**src/rtl/mips_div_pkg.sv**
```systemverilog
// Shared types and constants for the MIPS DIV/DIVU restoring divider.
package mips_div_pkg;

  localparam int ITERS = 32;
  localparam logic [31:0] DBZ_QUOTIENT = 32'hFFFF_FFFF;

  typedef enum logic [2:0] {
    IDLE = 3'd0,
    PREP = 3'd1,
    CALC = 3'd2,
    FIX  = 3'd3,
    DONE = 3'd4
  } div_state_e;

  // Magnitude of a two's complement operand; 0x80000000 stays 0x80000000 as unsigned.
  function automatic logic [31:0] abs32(input logic [31:0] val, input logic is_signed);
    logic [31:0] res;
    if (is_signed && val[31]) begin
      res = 32'd0 - val;
    end else begin
      res = val;
    end
    return res;
  endfunction

endpackage

```
**src/rtl/mips_div_unit_div_step.sv**
```systemverilog
// One restoring-division iteration: shift in the next dividend bit and trial-subtract.
module div_step #(
  parameter int WIDTH = 32
) (
  input  logic [WIDTH:0]   rem_i,
  input  logic             quo_msb_i,
  input  logic [WIDTH-1:0] dvs_i,
  output logic [WIDTH:0]   rem_o,
  output logic             q_bit_o
);

  logic [WIDTH+1:0] shifted_s;
  logic [WIDTH+1:0] trial_s;

  // Trial subtraction; a clear sign bit means the divisor fits.
  always_comb begin
    shifted_s = {rem_i, quo_msb_i};
    trial_s   = shifted_s - {2'b00, dvs_i};
    if (!trial_s[WIDTH+1]) begin
      rem_o   = trial_s[WIDTH:0];
      q_bit_o = 1'b1;
    end else begin
      rem_o   = shifted_s[WIDTH:0];
      q_bit_o = 1'b0;
    end
  end

endmodule

```
**src/rtl/mips_div_unit.sv**
```systemverilog
// Multi-cycle radix-2 restoring divider producing LO (quotient) and HI (remainder).
module mips_div_unit
  import mips_div_pkg::*;
#(
  parameter int WIDTH = 32
) (
  input  logic             clk,
  input  logic             resetn,
  input  logic             start,
  input  logic             signed_div,
  input  logic [WIDTH-1:0] dividend,
  input  logic [WIDTH-1:0] divisor,
  input  logic             cancel,
  output logic             busy,
  output logic             done,
  output logic [WIDTH-1:0] quotient,
  output logic [WIDTH-1:0] remainder,
  output logic             div_by_zero
);

  localparam int CNT_W = $clog2(ITERS);

  div_state_e       state_q, state_d;
  logic [CNT_W-1:0] cnt_q, cnt_d;
  logic [WIDTH-1:0] dividend_q, dividend_d;
  logic [WIDTH-1:0] divisor_q, divisor_d;
  logic             sdiv_q, sdiv_d;
  logic [WIDTH-1:0] dvs_mag_q, dvs_mag_d;
  logic [WIDTH:0]   rem_q, rem_d;
  logic [WIDTH-1:0] quo_q, quo_d;
  logic             dvd_neg_q, dvd_neg_d;
  logic             q_neg_q, q_neg_d;
  logic [WIDTH-1:0] quotient_q, quotient_d;
  logic [WIDTH-1:0] remainder_q, remainder_d;
  logic             dbz_q, dbz_d;
  logic             busy_q, busy_d;
  logic             done_q, done_d;
  logic [WIDTH:0]   step_rem_s;
  logic             step_qbit_s;

  div_step #(.WIDTH(WIDTH)) u_step (
    .rem_i     (rem_q),
    .quo_msb_i (quo_q[WIDTH-1]),
    .dvs_i     (dvs_mag_q),
    .rem_o     (step_rem_s),
    .q_bit_o   (step_qbit_s)
  );

  // State register.
  always_ff @(posedge clk or negedge resetn) begin
    if (!resetn) begin
      state_q <= IDLE;
    end else begin
      state_q <= state_d;
    end
  end

  // Next-state logic; cancel always wins over start and over progress.
  always_comb begin
    state_d = state_q;
    case (state_q)
      IDLE: begin
        if (start && !cancel) state_d = PREP;
        else                  state_d = IDLE;
      end
      PREP: begin
        if (cancel)                 state_d = IDLE;
        else if (divisor_q == '0)   state_d = DONE;
        else                        state_d = CALC;
      end
      CALC: begin
        if (cancel)                               state_d = IDLE;
        else if (cnt_q == CNT_W'(ITERS - 1))      state_d = FIX;
        else                                      state_d = CALC;
      end
      FIX: begin
        if (cancel) state_d = IDLE;
        else        state_d = DONE;
      end
      DONE: begin
        if (start && !cancel) state_d = PREP;
        else                  state_d = IDLE;
      end
      default: state_d = IDLE;
    endcase
  end

  // Datapath next values: operand capture, magnitude prep and per-cycle iteration.
  always_comb begin
    dividend_d = dividend_q;
    divisor_d  = divisor_q;
    sdiv_d     = sdiv_q;
    dvs_mag_d  = dvs_mag_q;
    rem_d      = rem_q;
    quo_d      = quo_q;
    cnt_d      = cnt_q;
    dvd_neg_d  = dvd_neg_q;
    q_neg_d    = q_neg_q;
    case (state_q)
      IDLE, DONE: begin
        if (start && !cancel) begin
          dividend_d = dividend;
          divisor_d  = divisor;
          sdiv_d     = signed_div;
        end else begin
          dividend_d = dividend_q;
        end
      end
      PREP: begin
        quo_d     = abs32(dividend_q, sdiv_q);
        dvs_mag_d = abs32(divisor_q, sdiv_q);
        rem_d     = '0;
        cnt_d     = '0;
        dvd_neg_d = sdiv_q & dividend_q[WIDTH-1];
        q_neg_d   = sdiv_q & (dividend_q[WIDTH-1] ^ divisor_q[WIDTH-1]);
      end
      CALC: begin
        rem_d = step_rem_s;
        quo_d = {quo_q[WIDTH-2:0], step_qbit_s};
        cnt_d = cnt_q + CNT_W'(1);
      end
      default: begin
        rem_d = rem_q;
      end
    endcase
  end

  // Output next values; results only change when an operation reaches DONE.
  always_comb begin
    busy_d      = (state_d == PREP) || (state_d == CALC) || (state_d == FIX);
    done_d      = (state_d == DONE);
    quotient_d  = quotient_q;
    remainder_d = remainder_q;
    dbz_d       = dbz_q;
    if (state_q == PREP && state_d == DONE) begin
      quotient_d  = DBZ_QUOTIENT;
      remainder_d = dividend_q;
      dbz_d       = 1'b1;
    end else if (state_q == FIX && state_d == DONE) begin
      quotient_d  = q_neg_q ? ('0 - quo_q) : quo_q;
      remainder_d = dvd_neg_q ? ('0 - rem_q[WIDTH-1:0]) : rem_q[WIDTH-1:0];
      dbz_d       = 1'b0;
    end else begin
      dbz_d = dbz_q;
    end
  end

  // Datapath and output registers.
  always_ff @(posedge clk or negedge resetn) begin
    if (!resetn) begin
      cnt_q       <= '0;
      dividend_q  <= '0;
      divisor_q   <= '0;
      sdiv_q      <= 1'b0;
      dvs_mag_q   <= '0;
      rem_q       <= '0;
      quo_q       <= '0;
      dvd_neg_q   <= 1'b0;
      q_neg_q     <= 1'b0;
      quotient_q  <= '0;
      remainder_q <= '0;
      dbz_q       <= 1'b0;
      busy_q      <= 1'b0;
      done_q      <= 1'b0;
    end else begin
      cnt_q       <= cnt_d;
      dividend_q  <= dividend_d;
      divisor_q   <= divisor_d;
      sdiv_q      <= sdiv_d;
      dvs_mag_q   <= dvs_mag_d;
      rem_q       <= rem_d;
      quo_q       <= quo_d;
      dvd_neg_q   <= dvd_neg_d;
      q_neg_q     <= q_neg_d;
      quotient_q  <= quotient_d;
      remainder_q <= remainder_d;
      dbz_q       <= dbz_d;
      busy_q      <= busy_d;
      done_q      <= done_d;
    end
  end

  assign busy        = busy_q;
  assign done        = done_q;
  assign quotient    = quotient_q;
  assign remainder   = remainder_q;
  assign div_by_zero = dbz_q;

endmodule

```
**config.mk**
```make
export PLATFORM = sky130hd
export DESIGN_NAME = mips_div_unit
export DESIGN_NICKNAME = d
export VERILOG_FILES = /design/src/rtl/mips_div_pkg.sv /design/src/rtl/mips_div_unit_div_step.sv /design/src/rtl/mips_div_unit.sv
export SDC_FILE = /design/constraint.sdc
export NUM_CORES = 1
export LEC_CHECK = 0
export ABC_AREA = 1
export ABC_CLOCK_PERIOD_IN_PS = 1900
export CAP_MARGIN = 5
export CORE_MARGIN = 2
export CORE_UTILIZATION = 30
export DETAILED_ROUTE_END_ITERATION = 12
export PLACE_DENSITY = 0.47
export SLEW_MARGIN = 20
export SYNTH_ARGS = -nofsm -noshare
export SYNTH_HDL_FRONTEND = slang
export SYNTH_SLANG_ARGS = --single-unit
```
**constraint.sdc**
```tcl
create_clock -name clk -period 1.9 [get_ports clk]
set_input_delay 0.38 -clock clk [delete_from_list [all_inputs] [get_ports clk]]
set_output_delay 0.38 -clock clk [all_outputs]
set_load 0.02 [all_outputs]
```
Word level (Yosys, flattened, before mapping)
Cells that the tools add are included.
{ "totals": {"regBits": 239} }
{ "op_classes": {"n_addsub": 6, "eq_ne": 9, "mux": 22, "bitwise_logic": 3, "reduce_logical": 14} }
{ "op_table": {"columns": ["operator", "n"], "rows": [
  ["two-way mux 32 bit", 8],
  ["subtractor 1 x 32 -> 32 bit, first input constant", 4],
  ["case mux 33 bit (2 select lines)", 1],
  ["case mux 32 bit (2 select lines)", 1],
  ["subtractor 34 x 32 -> 34 bit", 1],
  ["two-way mux 33 bit", 1],
  ["logical NOT 32 bit", 1],
  ["== test 3 x 2 -> 1 bit, second input constant", 4],
  ["case mux 3 bit (4 select lines)", 1],
  ["case mux 5 bit (2 select lines)", 1],
  ["two-way mux 3 bit", 3],
  ["== test 3 x 1 -> 1 bit, second input constant", 2],
  ["== test 3 bit, second input constant", 2],
  ["adder 5 x 1 -> 5 bit, second input constant", 1],
  ["== test 5 bit, second input constant", 1],
  ["logical AND 1 bit", 5],
  ["two-way mux 1 bit", 5],
  ["nonzero test 2 bit", 2],
  ["logical NOT 3 bit", 1],
  ["AND 1 bit", 2],
  ["logical OR 1 bit", 2],
  ["two-way mux 2 bit", 1],
  ["AND reduction 2 bit", 1],
  ["OR reduction 2 bit", 1],
  ["2 further kinds", 2]
]} }

Longest topological paths before layout
{ "logic_depth": {"word_depth": 8, "mapped_depth": 18, "ltp_nobuf": 17} }

Modules after synthesis
Synthesis repeated with hierarchy kept, for this count alone.
{ "unflattened": {"cells_unflattened": 2490, "area_unflattened_um2": 16412.0} }
{ "by_module_without_submodules": {"columns": ["mod", "instances", "cells_each", "area_each_um2", "seq_area_each_um2"], "rows": [
  ["mips_div_unit", 1, 1769, 12967.4, 5980.7],
  ["div_step", 1, 721, 3444.6, 0.0]
]} }

Least setup slack after synthesis
No wires, ideal clock.
{ "synth_path": {"path_type": "reg2reg", "start": "register rem_q[25]", "end": "register rem_q[12]", "setup_ns": 0.118, "arrival_ns": 1.930, "required_time_ns": 1.782, "path_slack_ns": -0.148, "path_stages_with_launch": 13, "n_path_buf": 1, "period_less_slack_ns": 2.048, "path_cell_list": "dfrtp_1 > ha_1 > a21oi_1 > nor2_1 > o21ai_1 > nand2_1 > nor2_1 > nand2_2 > nand2_2 > buf_4 > nand3_1 > nand3_1 > nand2_1"} }
{ "synth_between": {"elab_chain_len": 3} }
{ "synth_lines": {"columns": ["element", "line", "source"], "rows": [
  ["from (decl)", "mips_div_unit.sv:29", "logic [WIDTH:0] rem_q, rem_d;"],
  ["from (signal assigned)", "mips_div_unit.sv:171", "rem_q <= rem_d;"],
  ["subtractor 34 x 32 -> 34 bit", "mips_div_unit_div_step.sv:18", "trial_s = shifted_s - {2'b00, dvs_i};"],
  ["two-way mux 33 bit", "mips_div_unit_div_step.sv:19", "if (!trial_s[WIDTH+1]) begin"],
  ["case mux 33 bit (2 select lines)", "mips_div_unit.sv:99", "case (state_q)"]
]} }
No other way between the ends.
A chain may end at the register's enable or synchronous reset.

Final worst setup path
{ "layout_path": {"start": "register dvs_mag_q[10]", "end": "register rem_q[25]"} }
{ "layout_between": {"elab_chain_len": 3} }
{ "layout_lines": {"columns": ["element", "line", "source"], "rows": [
  ["from (decl)", "mips_div_unit.sv:28", "logic [WIDTH-1:0] dvs_mag_q, dvs_mag_d;"],
  ["from (signal assigned)", "mips_div_unit.sv:170", "dvs_mag_q <= dvs_mag_d;"],
  ["subtractor 34 x 32 -> 34 bit", "mips_div_unit_div_step.sv:18", null],
  ["two-way mux 33 bit", "mips_div_unit_div_step.sv:19", null],
  ["case mux 33 bit (2 select lines)", "mips_div_unit.sv:99", null]
]} }
No other way between the ends.

==> flow_summary.ini <==
[outcome]
status = finished, violations left
violations = negative setup slack

[critical_path]
reg2reg_depth = 17
critical_path.top_delay_family = simple AND/OR/NAND/NOR gates
cp.required_ns = 2.35
crit_buf_inv = 3
cp_max_fo = 12
cp-end-kind = flop
cp_cell_sequence = inv_2, ha_4, nand2_1, nand2_1, nand2_1, nand2_2, nand2_1, nand2_2, inv_2, nand2_2, nand2_4, nand2_8, nand2_8, buf_12, nand3_2, nand3_2, nand2_1
rrSetupSlack_ns = -0.31
cp.arrival_ns = 2.66
path_common_cell = nand2_1
crit_type = reg -> reg
slowest_stage = dfrtp_1
cp-start-kind = flop
max_stage_delay_ns = 0.40
rr_endpoint = rem_q[25]
r2r_start = dvs_mag_q[10]

[worst_hold_path]
hold_path.class = in -> async

[timing]
setup_viol = 118
fin_worst_skew_ns = 0.0124
min_period_over_period_pct = 116
period_minus_slack_ns = 2.21
slew_headroom_pct = 57.3
fmax_mhz = 453
rsz0062_at_grt = yes
slew_viol_final = 0
layout_setup_ws_ns = -0.310
worst_pin_slew_ns = 0.635
final_hold_viol_count = 0
finalSetupTns_ns = -17.07

[placement]
dpl_cell_area_um2 = 21300
gp_congestion = 0.918
dpl.hpwl_um = 50000
place_ws_ns = -0.503
io_buffers = 135

[drt]
route.met2.wl_um = 29600
top_layer = met5
routed-via-count = 17569
viasPerCell = 4.87
dr.pass1.iters = 5
wl_per_cell_um = 18.2
drc = 0
wl_met1_um = 30900
ant_nets = 0
dr_wl_met3_um = 3410
drt_iter0_markers = 1287
wl_um = 65700

[pwr]
power_per_cell_area_nw_per_um2 = 1950
p_sw_share_pct = 47.3
p_int_mw = 26.5
seq_power_share_pct = 17.5
p_switching_mw = 23.8
pwr-share-clk_pct = 12.3
cellLeakagePower_nw = 12.8
peakVddDrop_uv = 975
pwr-share-comb_pct = 70.2

[clocking]
numCtsBuffers = 29
cts.sinks = 239
path_clk_slew_ns = 0.06
cts_tree = done
clk-insertion-delay-late_ns = 0.57
htreeDepth = 1
clock_path_buffers = 3
cts-root-buf = clkbuf_16

[layout]
fillCellCount = 5164
drive_gt1_share_pct = 36.6
design_area_um2 = 25800
nets = 3006
area.growth.synth_to_final_pct = 61.4

[grt]
grt_pass1_wl_um = 101000
grt-ovfl-total = 0
antenna_found_initial = 5
grt_pass1_vias = 17173
track_usage_pct = 23.1
grt_max_degree = 50

[synth]
synth_top_area_cell = dfrtp_1
yosysWarnings = 0
synth.top_cell.area_share_pct = 37.4
ys_types = 47
synthArstFlopShare_pct = 100
synth_area_um2 = 16000
synth_edf_count = 0
ys_top_cells_by_count = nand2_1, inv_1, nand3_1, nor2_1, dfrtp_1
postSynthAreaPerCell_um2 = 6.84
ys_seq_area_share_pct = 37.4
yosys_most_used_dff = dfrtp_1
synth.most_common_cell = nand2_1
ys_ff_latch = 239
synthCells = 2334
synth_nets = 2442
synth.area.top_cells = dfrtp_1, nand2_1, nand3_1

[die]
io-pin-count = 136
dieArea_um2 = 55100
initial_core_util_pct = 30.4
coreArea_um2 = 52600
die_y_um = 235
fp.dieW_um = 235
rows = 84

[flow_run]
cap_violations = 0
## cell usage in the layout, fill, tap and decap left out, types with 21 or more instances in the layout
cell	Yosys	layout
buf_12	0	36
buf_4	10	393
xor2_1	56	47
nand3_4	0	26
buf_6	2	38
a21oi_2	0	21
o21ai_1	8	22
o21ai_2	1	26
clkdlybuf4s50_1	0	67
dlygate4sd2_1	0	67
nand2_2	7	75
o21ai_0	105	59
inv_2	9	60
nand4_1	30	30
nand2_1	625	538
clkbuf_16	0	34
a21oi_1	105	81
nor2_1	241	168
inv_1	334	274
ha_4	0	35
nor2_4	3	41
dfrtp_1	239	221
nor2_2	3	38
nand3_2	4	91
nand3_1	258	145
## per-stage QoR
step           hold WS [ns]  util [%]  instances  power, mW
6_report              0.314      49.1       3606       50.3
5_1_grt               0.343      49.1       3605       53.9
4_1_cts               0.325      46.2       3569       46.8
3_5_place_dp          0.289      40.5       3478       36.6
3_3_place_gp          0.286      40.5       3478       36.5
2_1_floorplan        0.0844         -       2334       23.3
## power by group through the flow
stage	combinational (mW)	clock, mW	sequential, mW
6_report	35.3	6.18	8.78
5_1_grt	38.4	6.52	8.98
4_1_cts	31.8	6.29	8.68
3_5_place_dp	28.0	0	8.54
3_3_place_gp	28.0	0	8.51
2_1_floorplan	14.5	0	8.85
## cells by family (layout without fill, tap and decap cells)
logic type               Yosys count  count (layout)  share of synthesized area, %
AO/OA/AOI/OAI                    295             295                          10.3
XOR/XNOR                          74              74                          4.06
adder cells (fa/ha/maj)           39              39                          3.10
buffers and inverters            431            1013                          10.7
flip-flops                       239             239                          37.4
multiplexers                      14              14                         0.987
other                              0               1                             0
AND/OR/NAND/NOR                 1242            1243                          33.4
## worst max-delay path by stage
| stage | startpoint | to | slack (ns) | cells after the start |
|---|---|---|---|---|
| floorplan | rem_q[1] | rem_q[15] | -0.03 | 17 |
| global placement | dvs_mag_q[7] | rem_q[18] | -0.49 | 15 |
| detailed placement | dvs_mag_q[8] | rem_q[27] | -0.50 | 15 |
| CTS | dvs_mag_q[8] | rem_q[27] | -0.28 | 17 |
| global route | dvs_mag_q[8] | rem_q[25] | -0.41 | 17 |
| finish | dvs_mag_q[10] | rem_q[25] | -0.31 | 17 |
## sequential cells by signal (all words and copies together) (netlist names)
name,count
remainder,32
rem_q,33
busy,1
quotient,32
q_neg_q,1
quo_q,32
dvd_neg_q,1
dvs_mag_q,32
cnt_q,5
div_by_zero,1
divisor_q,32
sdiv_q,1
state_q,3
done,1
dividend_q,32
## metal layers
layer / track usage, % / vias to the layer above
met5: 0 / -
met4: 5.83 / 2
met3: 3.09 / 94
met2: 36.1 / 464
met1: 33.5 / 8392
li1: - / 8617
## area by class of cell
cell class                      count  area [µm²]  area share, %
Clock buffer                       38         830           3.22
Multi-Input combinational cell   1665       10900           42.1
Inverter                          348        1350           5.25
Sequential cell                   239        6000           23.3
Tap cell                          688         861           3.34
Timing Repair inverter              1        16.3         0.0631
Clock inverter                     12         213          0.825
Antenna cell                        1        2.50        0.00970
Timing Repair Buffer              614        5650           21.9
## what timing repair did
action	CTS	global route
cloned	10	5
hold endpoints to repair	26	0
pin swaps	84	124
buffers inserted	32	43
endpoints found under the setup margin	189	138
hold buffers	1	0
gates resized for setup	467	314
Note: power is estimated with default switching activity, not from simulation.
